File: src/rtl/wb_pkg.sv
// Shared types and constants for the writeback stage: source select, load
// funct3 codes and the FSM state encoding.
package wb_pkg;

  typedef enum logic [1:0] {
    ALU  = 2'd0,
    LOAD = 2'd1,
    PC4  = 2'd2
  } wb_sel_e;

  localparam logic [2:0] LB  = 3'b000;
  localparam logic [2:0] LH  = 3'b001;
  localparam logic [2:0] LW  = 3'b010;
  localparam logic [2:0] LBU = 3'b100;
  localparam logic [2:0] LHU = 3'b101;

  typedef enum logic {
    IDLE    = 1'b0,
    WAIT_LD = 1'b1
  } wb_state_e;

endpackage

File: src/rtl/load_align.sv
// Load data alignment: extracts a byte/halfword from the response word at the
// latched offset and sign- or zero-extends it; everything else passes the word.
module load_align
  import wb_pkg::*;
(
  input  logic [2:0]  funct3,
  input  logic [1:0]  addr_lo,
  input  logic [31:0] word,
  output logic [31:0] data
);

  logic [7:0]  byte_sel;
  logic [15:0] half_sel;

  // NOTE: every output of a combinational block gets a default first, so no
  // path through the case statements can leave a latch behind.
  always_comb begin
    byte_sel = word[7:0];
    half_sel = word[15:0];
    data     = word;

    case (addr_lo)
      2'd1:    byte_sel = word[15:8];
      2'd2:    byte_sel = word[23:16];
      2'd3:    byte_sel = word[31:24];
      default: byte_sel = word[7:0];
    endcase

    if (addr_lo[1]) half_sel = word[31:16];

    case (funct3)
      LB:      data = {{24{byte_sel[7]}}, byte_sel};
      LBU:     data = {24'h000000, byte_sel};
      LH:      data = {{16{half_sel[15]}}, half_sel};
      LHU:     data = {16'h0000, half_sel};
      default: data = word;
    endcase
  end

endmodule

File: src/rtl/wb_stage.sv
// MEM/WB writeback stage: one-cycle register-file write for ALU/PC4 results,
// blocking wait for load responses. Optional retire counter under WB_INSTRET_EN.
module wb_stage
  import wb_pkg::*;
(
  input  logic        i_clk,
  input  logic        i_rst_n,
  input  logic        i_valid,
  output logic        o_ready,
  input  logic [4:0]  i_rd_addr,
  input  logic        i_rd_wren,
  input  logic [1:0]  i_wb_sel,
  input  logic [31:0] i_alu_data,
  input  logic [31:0] i_pc4,
  input  logic [2:0]  i_ld_funct3,
  input  logic [1:0]  i_ld_addr_lo,
  input  logic        i_lsu_rsp_valid,
  input  logic [31:0] i_lsu_rsp_data,
  output logic [4:0]  o_rd_addr,
  output logic [31:0] o_rd_data,
  output logic        o_rd_wren,
  output logic        o_pend_valid,
  output logic [4:0]  o_pend_rd,
  output logic        o_rsp_err,
  output logic [63:0] o_instret
);

  wb_state_e   state_q, state_d;
  logic        wr_en_q, wr_en_d;
  logic [4:0]  wr_addr_q, wr_addr_d;
  logic [31:0] wr_data_q, wr_data_d;
  logic        rsp_err_q, rsp_err_d;
  logic [4:0]  ld_rd_q, ld_rd_d;
  logic        ld_wren_q, ld_wren_d;
  logic [2:0]  ld_funct3_q, ld_funct3_d;
  logic [1:0]  ld_addr_lo_q, ld_addr_lo_d;

  logic        accept;
  logic        is_load;
  logic [31:0] sel_data;
  logic [31:0] ld_data;

  load_align u_load_align (
    .funct3  (ld_funct3_q),
    .addr_lo (ld_addr_lo_q),
    .word    (i_lsu_rsp_data),
    .data    (ld_data)
  );

  assign o_ready  = (state_q == IDLE);
  assign accept   = i_valid & o_ready;
  assign is_load  = (i_wb_sel == LOAD);
  // Reserved select value 3 falls through to the ALU result.
  assign sel_data = (i_wb_sel == PC4) ? i_pc4 : i_alu_data;

  always_comb begin
    state_d      = state_q;
    wr_en_d      = 1'b0;
    wr_addr_d    = wr_addr_q;
    wr_data_d    = wr_data_q;
    rsp_err_d    = 1'b0;
    ld_rd_d      = ld_rd_q;
    ld_wren_d    = ld_wren_q;
    ld_funct3_d  = ld_funct3_q;
    ld_addr_lo_d = ld_addr_lo_q;

    case (state_q)
      IDLE: begin
        // A response with no load outstanding is dropped and flagged.
        rsp_err_d = i_lsu_rsp_valid;
        if (accept) begin
          if (is_load) begin
            state_d      = WAIT_LD;
            ld_rd_d      = i_rd_addr;
            ld_wren_d    = i_rd_wren;
            ld_funct3_d  = i_ld_funct3;
            ld_addr_lo_d = i_ld_addr_lo;
          end else begin
            wr_en_d = i_rd_wren & (i_rd_addr != 5'd0);
            if (wr_en_d) begin
              wr_addr_d = i_rd_addr;
              wr_data_d = sel_data;
            end
          end
        end
      end
      WAIT_LD: begin
        if (i_lsu_rsp_valid) begin
          state_d = IDLE;
          wr_en_d = ld_wren_q & (ld_rd_q != 5'd0);
          if (wr_en_d) begin
            wr_addr_d = ld_rd_q;
            wr_data_d = ld_data;
          end
        end
      end
      default: state_d = IDLE;
    endcase
  end

  // NOTE: sequential state uses non-blocking assignments only, so every flop
  // samples the pre-edge value of its inputs regardless of statement order.
  always_ff @(posedge i_clk or negedge i_rst_n) begin
    if (!i_rst_n) begin
      state_q      <= IDLE;
      wr_en_q      <= 1'b0;
      wr_addr_q    <= 5'd0;
      wr_data_q    <= 32'd0;
      rsp_err_q    <= 1'b0;
      ld_rd_q      <= 5'd0;
      ld_wren_q    <= 1'b0;
      ld_funct3_q  <= 3'd0;
      ld_addr_lo_q <= 2'd0;
    end else begin
      state_q      <= state_d;
      wr_en_q      <= wr_en_d;
      wr_addr_q    <= wr_addr_d;
      wr_data_q    <= wr_data_d;
      rsp_err_q    <= rsp_err_d;
      ld_rd_q      <= ld_rd_d;
      ld_wren_q    <= ld_wren_d;
      ld_funct3_q  <= ld_funct3_d;
      ld_addr_lo_q <= ld_addr_lo_d;
    end
  end

  assign o_rd_wren    = wr_en_q;
  assign o_rd_addr    = wr_addr_q;
  assign o_rd_data    = wr_data_q;
  assign o_rsp_err    = rsp_err_q;
  assign o_pend_valid = (state_q == WAIT_LD) & ld_wren_q & (ld_rd_q != 5'd0);
  assign o_pend_rd    = (state_q == WAIT_LD) ? ld_rd_q : 5'd0;

`ifdef WB_INSTRET_EN
  logic [63:0] instret_q, instret_d;
  logic        slot_issue;

  // A write slot retires an instruction even when rd=0 suppresses the write.
  assign slot_issue = (accept & ~is_load) | ((state_q == WAIT_LD) & i_lsu_rsp_valid);

  always_comb begin
    instret_d = instret_q;
    if (slot_issue) instret_d = instret_q + 64'd1;
  end

  always_ff @(posedge i_clk or negedge i_rst_n) begin
    if (!i_rst_n) instret_q <= 64'd0;
    else          instret_q <= instret_d;
  end

  assign o_instret = instret_q;
`else
  assign o_instret = 64'd0;
`endif

endmodule

File: config.mk
export PLATFORM = sky130hd
export DESIGN_NAME = wb_stage
export DESIGN_NICKNAME = d
export VERILOG_FILES = /design/src/rtl/wb_pkg.sv /design/src/rtl/load_align.sv /design/src/rtl/wb_stage.sv
export SDC_FILE = /design/constraint.sdc
export NUM_CORES = 1
export LEC_CHECK = 0
export BUFFER_PORTS_ARGS = -buffer_cell sky130_fd_sc_hd__buf_2
export CORE_ASPECT_RATIO = 1.2
export CORE_MARGIN = 3
export CORE_UTILIZATION = 45
export CTS_CLUSTER_DIAMETER = 40
export DETAILED_ROUTE_END_ITERATION = 7
export PLACE_DENSITY = 0.87
export SYNTH_ARGS = -nofsm -noshare
export SYNTH_HDL_FRONTEND = slang
export SYNTH_HIERARCHICAL = 1
export SYNTH_SLANG_ARGS = --single-unit
File: constraint.sdc
create_clock -name i_clk -period 2.5 [get_ports i_clk]
set_clock_uncertainty 0.15 [all_clocks]
set_input_delay 0.625 -clock i_clk [delete_from_list [all_inputs] [get_ports i_clk]]
set_output_delay 0.625 -clock i_clk [all_outputs]
set_load 0.02 [all_outputs]
Word level (Yosys, flattened, before mapping). Index checks and enable logic that the tools add are counted.

Register bits after elaboration: 51. Input bits: 113. Output and inout bits: 110. Logic and storage cells: 59.

Eq/ne operators: 13. Muxes and demuxes: 26. Bitwise logic cells: 6. Reduce and logical (&&, ||, !) cells: 5.

Operators by type and width (number): $mux 32 (6); $pmux 32 s4 (1); $pmux 32 s2 (1); $mux 5 (6); $pmux 8 s3 (1); $mux 16 (1); $pmux 5 s2 (1); $reduce_bool 5->1 (2); $mux 1 (7); $eq 2x2->1 const B (3); $eq 3x3->1 const B (2); $ne 2x1->1 const B (3); $and 1x1->1 (5); $reduce_and 5->1 (1); $eq 2x1->1 const B (2); $ne 2x2->1 const B (2); $pmux 1 s2 (2); $eq 3x1->1 const B (1); $logic_not 3->1 (1); $reduce_and 3->1 (1); $not 1->1 (1).

Depth between registers and ports, before layout. Gate-level depths: netlist (run 1).

Depth in word-level cells: 6. Mapped depth: 9. Depth with buffers taken out: 7.

Modules after synthesis. The synthesis (run 1) kept the hierarchy.

By module, submodules not included: wb_stage (instances 1, cells each 300, area each 3220.6 um^2, seq. area each 1276.2 um^2); load_align (instances 1, cells each 111, area each 668.1 um^2, seq. area each 0.0 um^2).

Least setup slack after synthesis (run 1). No wires, ideal clock.

Path type: in2reg. Start: input i_lsu_rsp_data[31]. End: register wr_data_q[10] (netlist: o_rd_data[10]). Data arrival time: 2025 ps. Setup slack: 200 ps. Stages: 7. Path buffers: 1. Cells stage by stage: mux4_2 -> and3b_1 -> clkbuf_1 -> a221o_1 -> nand2_1 -> o21ai_0 -> mux2_2.

Word-level cells in the longest chain between the ends: 5.

RTL lines: from (decl) (line wb_stage.sv:18) `input logic [31:0] i_lsu_rsp_data,`; $pmux 8 s3 (line load_align.sv:22) `case (addr_lo)`; $pmux 32 s4 (line load_align.sv:31) `case (funct3)`; net ld_data[10] (line wb_stage.sv:41) `logic [31:0] ld_data;`; $mux 32 (line wb_stage.sv:91) `if (wr_en_d) begin`; $mux 32 (line wb_stage.sv:88) `if (i_lsu_rsp_valid) begin`; $pmux 32 s2 (line wb_stage.sv:67) `case (state_q)`; to (signal assigned) (line wb_stage.sv:118) `wr_data_q <= wr_data_d;`; to (decl) (line wb_stage.sv:31) `logic [31:0] wr_data_q, wr_data_d;`.

The timed path passes the listed nets, and every way through them passes these cells. The select of a mux whose other input is x is not followed. A chain may end at the register's enable or synchronous reset.

Worst setup path in the final report (run 1).
Start: register ld_rd_q[3]. End: output o_pend_valid.

Word-level cells in the longest chain between the ends: 2.

RTL lines: from (decl) (line wb_stage.sv:33) `logic [4:0] ld_rd_q, ld_rd_d;`; from (signal assigned) (line wb_stage.sv:120) `ld_rd_q <= ld_rd_d;`; $reduce_bool 5->1 (line wb_stage.sv:131) `assign o_pend_valid = (state_q == WAIT_LD) & ld_wren_q & (ld_rd_q != 5'd0);`; $and 1x1->1 (line wb_stage.sv:131); to (decl) (line wb_stage.sv:22) `output logic o_pend_valid,`.

No other way between the ends.

==> metrics.md, run 1 <==
| Metric | Value |
|---|---|
| DP Cell Count | `670` |
| Critical path's largest stage delay | `0.40 ns` |
| Clock transition at the registers of the reported paths | `0.09 ns` |
| Routed vias | `3314` |
| Skew-Pair Late Insertion Delay | `0.31 ns` |
| Post-CTS Hold Fix Bufs | `0` |
| Vias in the first global route | `3276` |
| Max Freq | `416 MHz` |
| Synth Cell Area | `3890 um^2` |
| Largest net degree at the start of global routing | `39` |
| Final period utilization | `96.1%` |
| First drt pass iteration count | `4` |
| I/O Buffers | `158` |
| Post-CTS Repair Setup Buffers | `0` |
| Distinct cells, synth | `34` |
| Die Wd | `90.9 um` |
| Post-synth ARST share | `100%` |
| Initial drt markers | `182` |
| Most common cell after layout, fill and taps aside | `buf_2` |
| Longest Clk Path Bufs | `2` |
| Chip Height | `108 um` |
| Residual DRC | `0` |
| Mapped Avg Cell Area | `9.46 um^2` |
| Post-synth top flop | `dfrtp_1` |
| Status | `finished clean` |
| Worst Setup End Kind | `output port` |
| Antenna viol nets, final | `0` |
| IR drop worst, VDD | `0.539 mV` |
| RSZ-0062 raised after global routing | `no` |
| # fillers | `751` |
| CP max stage cell | `dfrtp_1` |
| Share of cells above drive strength 1 | `42.0%` |
| Initial antenna violation count | `0` |
| Minimum clock period | `2.40 ns` |
| Commonest cells after routing, fill and taps aside | `buf_2 (158), nand2_1 (67), conb_1 (64), dfrtp_1 (50), mux2i_1 (33)` |
| Post-layout nets | `676` |
| Clk root buf | `clkbuf_8` |
| Via/cell ratio | `4.89` |
| Ports | `223` |
| Layout Area Growth over Synthesis | `22.3%` |
| Final setup TNS | `0 ns` |
| CP Max Fanout | `3` |
| Finish-stage setup viols | `0` |
| Hold violation total from the final report | `0` |
| Seq/Total Area, Yosys | `32.8%` |
| Finished Layout Cells | `678` |
| Number of diodes | `0` |
| TritonCTS clock tree | `yes` |
| Min Hold Slack | `0.0910 ns` |
| Placer Congestion | `0.861` |
| Maxcap violations | `0` |
| First-pass GRT wire length | `16.7 mm` |
| Clock H-tree levels | `2` |
| Overall Power | `0.00372 W` |
| Hold/Removal Path Class | `primary input to asynchronous set/reset pin` |
| Clk sinks | `51` |
| CP Launch Type | `register` |
| Post_cts resized | `0` |
| Multi-input gate area | `2240 um^2` |
| Critical path type | `register to output port` |
| Ys Warns | `6` |
| Cts bufs inserted | `5` |
| Critical Path AT | `1.63 ns` |
| Leakage power total | `2.52 nW` |
| Die area | `9800 um^2` |
| Core Area | `8290 um^2` |
| Power Density | `782 nW/um^2` |
| Num rows | `36` |
| Slew HR | `60.0%` |
| Crit path cell chain | `or3_1 -> o311a_1 -> buf_2` |
| Final slew viol count | `0` |
| Final wirelength | `10.9 mm` |
| Starting density of the core | `46.9%` |
| Number of flops mapped to enable cells by yosys | `0` |
| Syn Inst Count | `411` |
| Worst-margin pin slew | `0.599 ns` |
| Reg area | `1280 um^2` |
| Final HPWL DP | `8.79 mm` |
| DR WL/cell | `16.1 um` |
| Worst path required time | `1.73 ns` |
| Global route overflow | `0` |
| All-Layer GR Usage | `21.4%` |
| Flops & latches, synth | `51` |
-- per-stage QoR --
step / cell area (um^2) / util, % / worst slack [ns]
after floorplan: 4130 / - / 0.200
after global placement: 4620 / 55.8 / 0.0639
after detailed placement: 4620 / 55.8 / -0.00325
after CTS: 4760 / 57.4 / 0.0804
after global routing: 4760 / 57.4 / 0.0396
final: 4760 / 57.4 / 0.0980
-- layer usage --
layer	global-route usage [%]	vias to the layer above	wire length (um)	part of all wire [%]
met3	3.43	13	606	5.5
met4	7.22	0	218	2.0
li1	-	1596	-	-
met2	39.7	151	5800	53
met5	0	-	0	0
met1	25.1	1554	4320	39
-- path summary, 6_finish.rpt --
kind | startpoint | endpoint | slack (ns) | cells past startpoint
worst max-delay path | ld_rd_q[3]$_DFFE_PN0P_ | o_pend_valid | 0.1 | 3
worst min-delay path | i_rst_n | o_rd_data[24]$_DFFE_PN0P_ | 0.09 | 1
worst max register to register | ld_addr_lo_q[1]$_DFFE_PN0P_ | o_rd_data[15]$_DFFE_PN0P_ | 0.33 | 6
worst min register to register | o_rd_data[10]$_DFFE_PN0P_ | o_rd_data[10]$_DFFE_PN0P_ | 0.36 | 1
max in group asynchronous | i_rst_n | o_rd_data[4]$_DFFE_PN0P_ | 1.43 | 2
min in group i_clk | o_rd_data[10]$_DFFE_PN0P_ | o_rd_data[10]$_DFFE_PN0P_ | 0.36 | 1
-- critical path: cells and delay by family, from the launching register on --
family                 cells  cell delay, ns
AOI/OAI and AO/OA          1            0.35
DFF                        1            0.40
buffers and inverters      1            0.18
and+or+nand+nor            1            0.38
-- layout make-up --
type	instances	area share, %
Tap cell	114	3.00
Inverter	4	0.316
Timing Repair Buffer	174	19.9
Sequential cell	51	26.9
Multi-Input combinational cell	327	47.0
Clock buffer	5	1.45
Clock inverter	3	1.42
-- synth_stat cells, types with 2 or more instances --
library cell  count  share of area (%)
mux2_4           19                7.3
buf_4            64                 12
and2_1            5               0.80
nor2_1            5               0.48
a21oi_1           2               0.26
mux2i_1          33                8.5
nor2b_1           4               0.64
nand2b_1          8                1.3
a221o_1           8                2.1
buf_6             4                1.2
o21ai_1           8                1.0
clkbuf_1         19                1.8
inv_1             4               0.39
dfrtp_1          51                 33
a22oi_1           7                1.4
mux2_2           29                8.4
nand2_1          67                6.5
a21o_1           23                4.4
buf_2             5               0.64
o21ai_0          32                4.1
-- kinds of logic after synthesis --
logic type	count (synthesis)	synth area share, %
multiplexers	82	24.8
AO/OA/AOI/OAI	86	15.0
flip-flops	51	32.8
buffers and inverters	96	16.4
other	1	0.0964
AND/OR/NAND/NOR	95	10.9
-- report_power, final --
group,switching (W),internal (W)
logic,0.000991,0.000778
clock network,0.000288,0.000399
registers,0.000176,0.00109
total,0.00145,0.00227
-- registers in the layout, indices dropped and copies added (netlist names) --
signal,flops
ld_addr_lo_q,2
ld_funct3_q,3
ld_rd_q,5
ld_wren_q,1
o_rd_addr,5
o_rd_data,32
o_rd_wren,1
o_rsp_err,1
state_q,1
(Power assumes the default switching activity.)
==> inputs of run 2 (changes only) <==
--- a/config.mk
+++ b/config.mk
@@ -5,13 +5,14 @@
 export SDC_FILE = /design/constraint.sdc
 export NUM_CORES = 1
 export LEC_CHECK = 0
+export ABC_AREA = 1
 export BUFFER_PORTS_ARGS = -buffer_cell sky130_fd_sc_hd__buf_2
 export CORE_ASPECT_RATIO = 1.2
 export CORE_MARGIN = 3
-export CORE_UTILIZATION = 45
+export CORE_UTILIZATION = 48
 export CTS_CLUSTER_DIAMETER = 40
 export DETAILED_ROUTE_END_ITERATION = 7
-export PLACE_DENSITY = 0.87
+export PLACE_DENSITY = 0.88
 export SYNTH_ARGS = -nofsm -noshare
 export SYNTH_HDL_FRONTEND = slang
 export SYNTH_HIERARCHICAL = 1
==> run 2 against run 1 <==
Effect of this change:
- the run now ends with design-rule violations left
- global-route usage up 2.5 points
- final cell count up 40%
- design area up 10%
- worst setup slack better by 0.11 ns
- worst hold slack better by 0.057 ns
- die area up 11%
- core utilization down 0.61 points
==> metrics.md, run 2 <==
| Metric | Value |
|---|---|
| Logic pwr share | `49.6% (was 47.5%)` |
| Worst-margin pin slew | `0.590 ns (was 0.599 ns)` |
| Hold/Removal Path Class | `primary input to asynchronous set/reset pin (unchanged)` |
| Synth area leaders | `dfrtp_1 (28%), nand2_1 (16%), nand3_1 (15%) (was dfrtp_1 (33%), buf_4 (12%), mux2i_1 (8.5%))` |
| Longest Clk Path Bufs | `2 (unchanged)` |
| RSZ-0062 raised after global routing | `no (unchanged)` |
| Most common cell after layout, fill and taps aside | `nand2_1 (was buf_2)` |
| Initial drt markers | `300 (was 182)` |
| Largest register FFs | `32 (unchanged)` |
| Seq/Total Area, Yosys | `27.6% (was 32.8%)` |
| Skew-Pair Late Insertion Delay | `0.31 ns (about the same)` |
| CP Max Fanout | `19 (was 3)` |
| Die Wd | `95.6 um (was 90.9 um)` |
| Antenna viol nets, final | `0 (unchanged)` |
| DP Cell Count | `936 (was 670)` |
| Clock H-tree levels | `2 (unchanged)` |
| Slew HR | `60.7% (was 60.0%)` |
| Power share of the sequential group | `35.1% (was 34.0%)` |
| Worst path required time | `1.73 ns (about the same)` |
| Failing checks | `design-rule violations` |
| Cts bufs inserted | `5 (unchanged)` |
| DR WL/cell | `14.4 um (was 16.1 um)` |
| Largest net degree at the start of global routing | `38 (was 39)` |
| Flops & latches, synth | `51 (unchanged)` |
| Syn Inst Count | `688 (was 411)` |
| Count leader, synth | `nand2_1 (unchanged)` |
| Post-CTS Hold Fix Bufs | `0 (unchanged)` |
| Placer Congestion | `0.993 (was 0.861)` |
| Simple-gate share of the synthesized area | `43.3% (was 10.9%)` |
| Maxcap violations | `0 (unchanged)` |
| Largest family of logic cells by synthesized area | `simple AND/OR/NAND/NOR gates (was multiplexers)` |
| IR drop worst, VDD | `0.264 mV (was 0.539 mV)` |
| Adder-cell share of the synthesized area | `0% (unchanged)` |
| Layout Area Growth over Synthesis | `13.3% (was 22.3%)` |
| Clock transition at the registers of the reported paths | `0.11 ns (was 0.09 ns)` |
| I/O Buffers | `158 (unchanged)` |
| Post-layout nets | `936 (was 676)` |
| Share of cells above drive strength 1 | `26.0% (was 42.0%)` |
| Final period utilization | `91.6% (was 96.1%)` |
| Overall Power | `0.00347 W (was 0.00372 W)` |
| All-Layer GR Usage | `23.9% (was 21.4%)` |
| Chip Height | `114 um (was 108 um)` |
| Commonest cells after routing, fill and taps aside | `nand2_1 (198), buf_2 (158), nand3_1 (135), conb_1 (64), inv_1 (57) (was buf_2 (158), nand2_1 (67), conb_1 (64), dfrtp_1 (50), mux2i_1 (33))` |
| Clk sinks | `51 (unchanged)` |
| Ports | `223 (unchanged)` |
| Max Freq | `436 MHz (was 416 MHz)` |
| Final slew viol count | `0 (unchanged)` |
| Synth Area in Compound Gates | `4.98% (was 15.0%)` |
| Cell Int Power | `0.00185 W (was 0.00227 W)` |
| Ys Warns | `6 (unchanged)` |
| Critical path type | `register to output port (unchanged)` |
| TritonCTS clock tree | `yes (unchanged)` |
| Starting density of the core | `50.1% (was 46.9%)` |
| Core Area | `9220 um^2 (was 8290 um^2)` |
| Power Density | `662 nW/um^2 (was 782 nW/um^2)` |
| Post-synth top flop | `dfrtp_1 (unchanged)` |
| Commonest cells in the netlist | `nand2_1 (198), nand3_1 (135), buf_4 (66) (was nand2_1 (67), buf_4 (64), dfrtp_1 (51))` |
| Distinct cells, synth | `31 (was 34)` |
| Clk root buf | `clkbuf_8 (unchanged)` |
| Final wirelength | `13.6 mm (was 10.9 mm)` |
| Initial antenna violation count | `2 (was 0)` |
| Largest area contributor in the netlist | `dfrtp_1 (unchanged)` |
| Switching Fraction | `46.7% (was 39.1%)` |
| First drt pass iteration count | `8 (was 4)` |
| Finish-stage setup viols | `0 (unchanged)` |
| Leakage power total | `3.19 nW (was 2.52 nW)` |
| Via/cell ratio | `5.10 (was 4.89)` |
| Die area | `10900 um^2 (was 9800 um^2)` |
| Post_cts resized | `0 (unchanged)` |
| Number of flops mapped to enable cells by yosys | `0 (unchanged)` |
| Critical Path AT | `1.52 ns (was 1.63 ns)` |
| Status | `complete, but fails checks (was finished clean)` |
| Min Hold Slack | `0.148 ns (was 0.0910 ns)` |
| XOR/XNOR Fraction of Synth Area | `0% (unchanged)` |
| Yosys top cell area share | `27.6% (was 32.8%)` |
| Routed vias | `4823 (was 3314)` |
| Minimum clock period | `2.29 ns (was 2.40 ns)` |
| Num rows | `38 (was 36)` |
| Synth Cell Area | `4620 um^2 (was 3890 um^2)` |
| Final HPWL DP | `10.7 mm (was 8.79 mm)` |
| Switching power | `0.00162 W (was 0.00145 W)` |
| Final setup TNS | `0 ns (unchanged)` |
| Global route overflow | `0 (unchanged)` |
| First-pass GRT wire length | `20.7 mm (was 16.7 mm)` |
| Clock share of power | `15.2% (was 18.5%)` |
| Mapped Avg Cell Area | `6.72 um^2 (was 9.46 um^2)` |
| Post-synth ARST share | `100% (unchanged)` |
| Register-to-register setup slack | `0.41 ns (was 0.33 ns)` |
| Residual DRC | `2 (was 0)` |
| Vias in the first global route | `4310 (was 3276)` |
| Mux cell area share after synthesis | `1.46% (was 24.8%)` |
| Finished Layout Cells | `946 (was 678)` |
| Hold violation total from the final report | `0 (unchanged)` |
| Worst Setup End Kind | `output port (unchanged)` |
| CP Launch Type | `register (unchanged)` |
| Post-CTS Repair Setup Buffers | `0 (unchanged)` |
-- run 2: cell count changes after synthesis, sizes merged, moves of 7 or more --
cell,previous run,this run
nor2,5,32
a21o,23,0
o22ai,1,8
a22oi,7,0
a221o,8,0
mux2,48,6
nand2b,8,0
nand3b,0,32
inv,4,61
mux2i,33,0
o21ai,40,26
nand2,67,203
nand3,0,145
buf,73,94
-- run 2: cell families (layout without fill, tap and decap cells) --
family / after synthesis / in the layout
multiplexers: 6 / 6
AO/OA/AOI/OAI: 43 / 43
other: 1 / 66
buffers and inverters: 171 / 244
AND/OR/NAND/NOR: 416 / 416
flip-flops: 51 / 51
-- run 2: critical path: stages, from the launching register on --
cell and delay [ns]:
dfrtp_1 0.68, clkinv_4 0.29, buf_2 0.24
-- run 2: routing by layer --
metal | global-route usage [%] | share of wire (%) | up-vias | wire, um
li1 | - | - | 2353 | -
met1 | 29.9 | 38 | 2176 | 5230
met2 | 41.4 | 50 | 263 | 6840
met3 | 3.69 | 8.8 | 31 | 1200
met4 | 8.35 | 2.6 | 0 | 351
met5 | 0 | 0 | - | 0
-- run 2: area by class of cell --
class                   count  area (um^2)
fillers                   937         3990
multi-input cells         529         2540
flip-flops and latches     51         1280
repair buffers            174          923
inverters                  62          243
well taps                 120          150
clock buffers               5         68.8
clock inverters             3         28.8
diodes                      2         5.00
-- run 2: power by group through the flow --
stage               clock network, W  registers [W]  logic (W)
detailed placement                 0        0.00123    0.00172
CTS                         0.000543        0.00122    0.00172
global route                0.000567        0.00125    0.00190
floorplan                          0        0.00142    0.00113
finish                      0.000528        0.00122    0.00172
global placement                   0        0.00123    0.00169
-- run 2: final timing paths --
kind	start	to	cells after the start
max in group asynchronous	i_rst_n	o_rd_data[7]$_DFFE_PN0P_	2
worst max register to register	state_q$_DFF_PN0_	o_rd_data[19]$_DFFE_PN0P_	6
worst min-delay path	i_rst_n	o_rd_addr[0]$_DFFE_PN0P_	1
worst max-delay path	state_q$_DFF_PN0_	o_ready	2
min in group i_clk	o_rd_data[24]$_DFFE_PN0P_	o_rd_data[24]$_DFFE_PN0P_	2
worst min register to register	o_rd_data[24]$_DFFE_PN0P_	o_rd_data[24]$_DFFE_PN0P_	2
-- run 2: metrics by stage --
| stage | utilization [%] | instance area (um^2) | worst slack (ns) |
|---|---|---|---|
| 6_report | 56.8 | 5240 | 0.209 |
| 2_1_floorplan | - | 4860 | 0.793 |
| 5_1_grt | 56.8 | 5240 | 0.137 |
| 4_1_cts | 56.7 | 5230 | 0.181 |
| 3_5_place_dp | 55.7 | 5130 | 0.320 |
| 3_3_place_gp | 55.7 | 5130 | 0.389 |
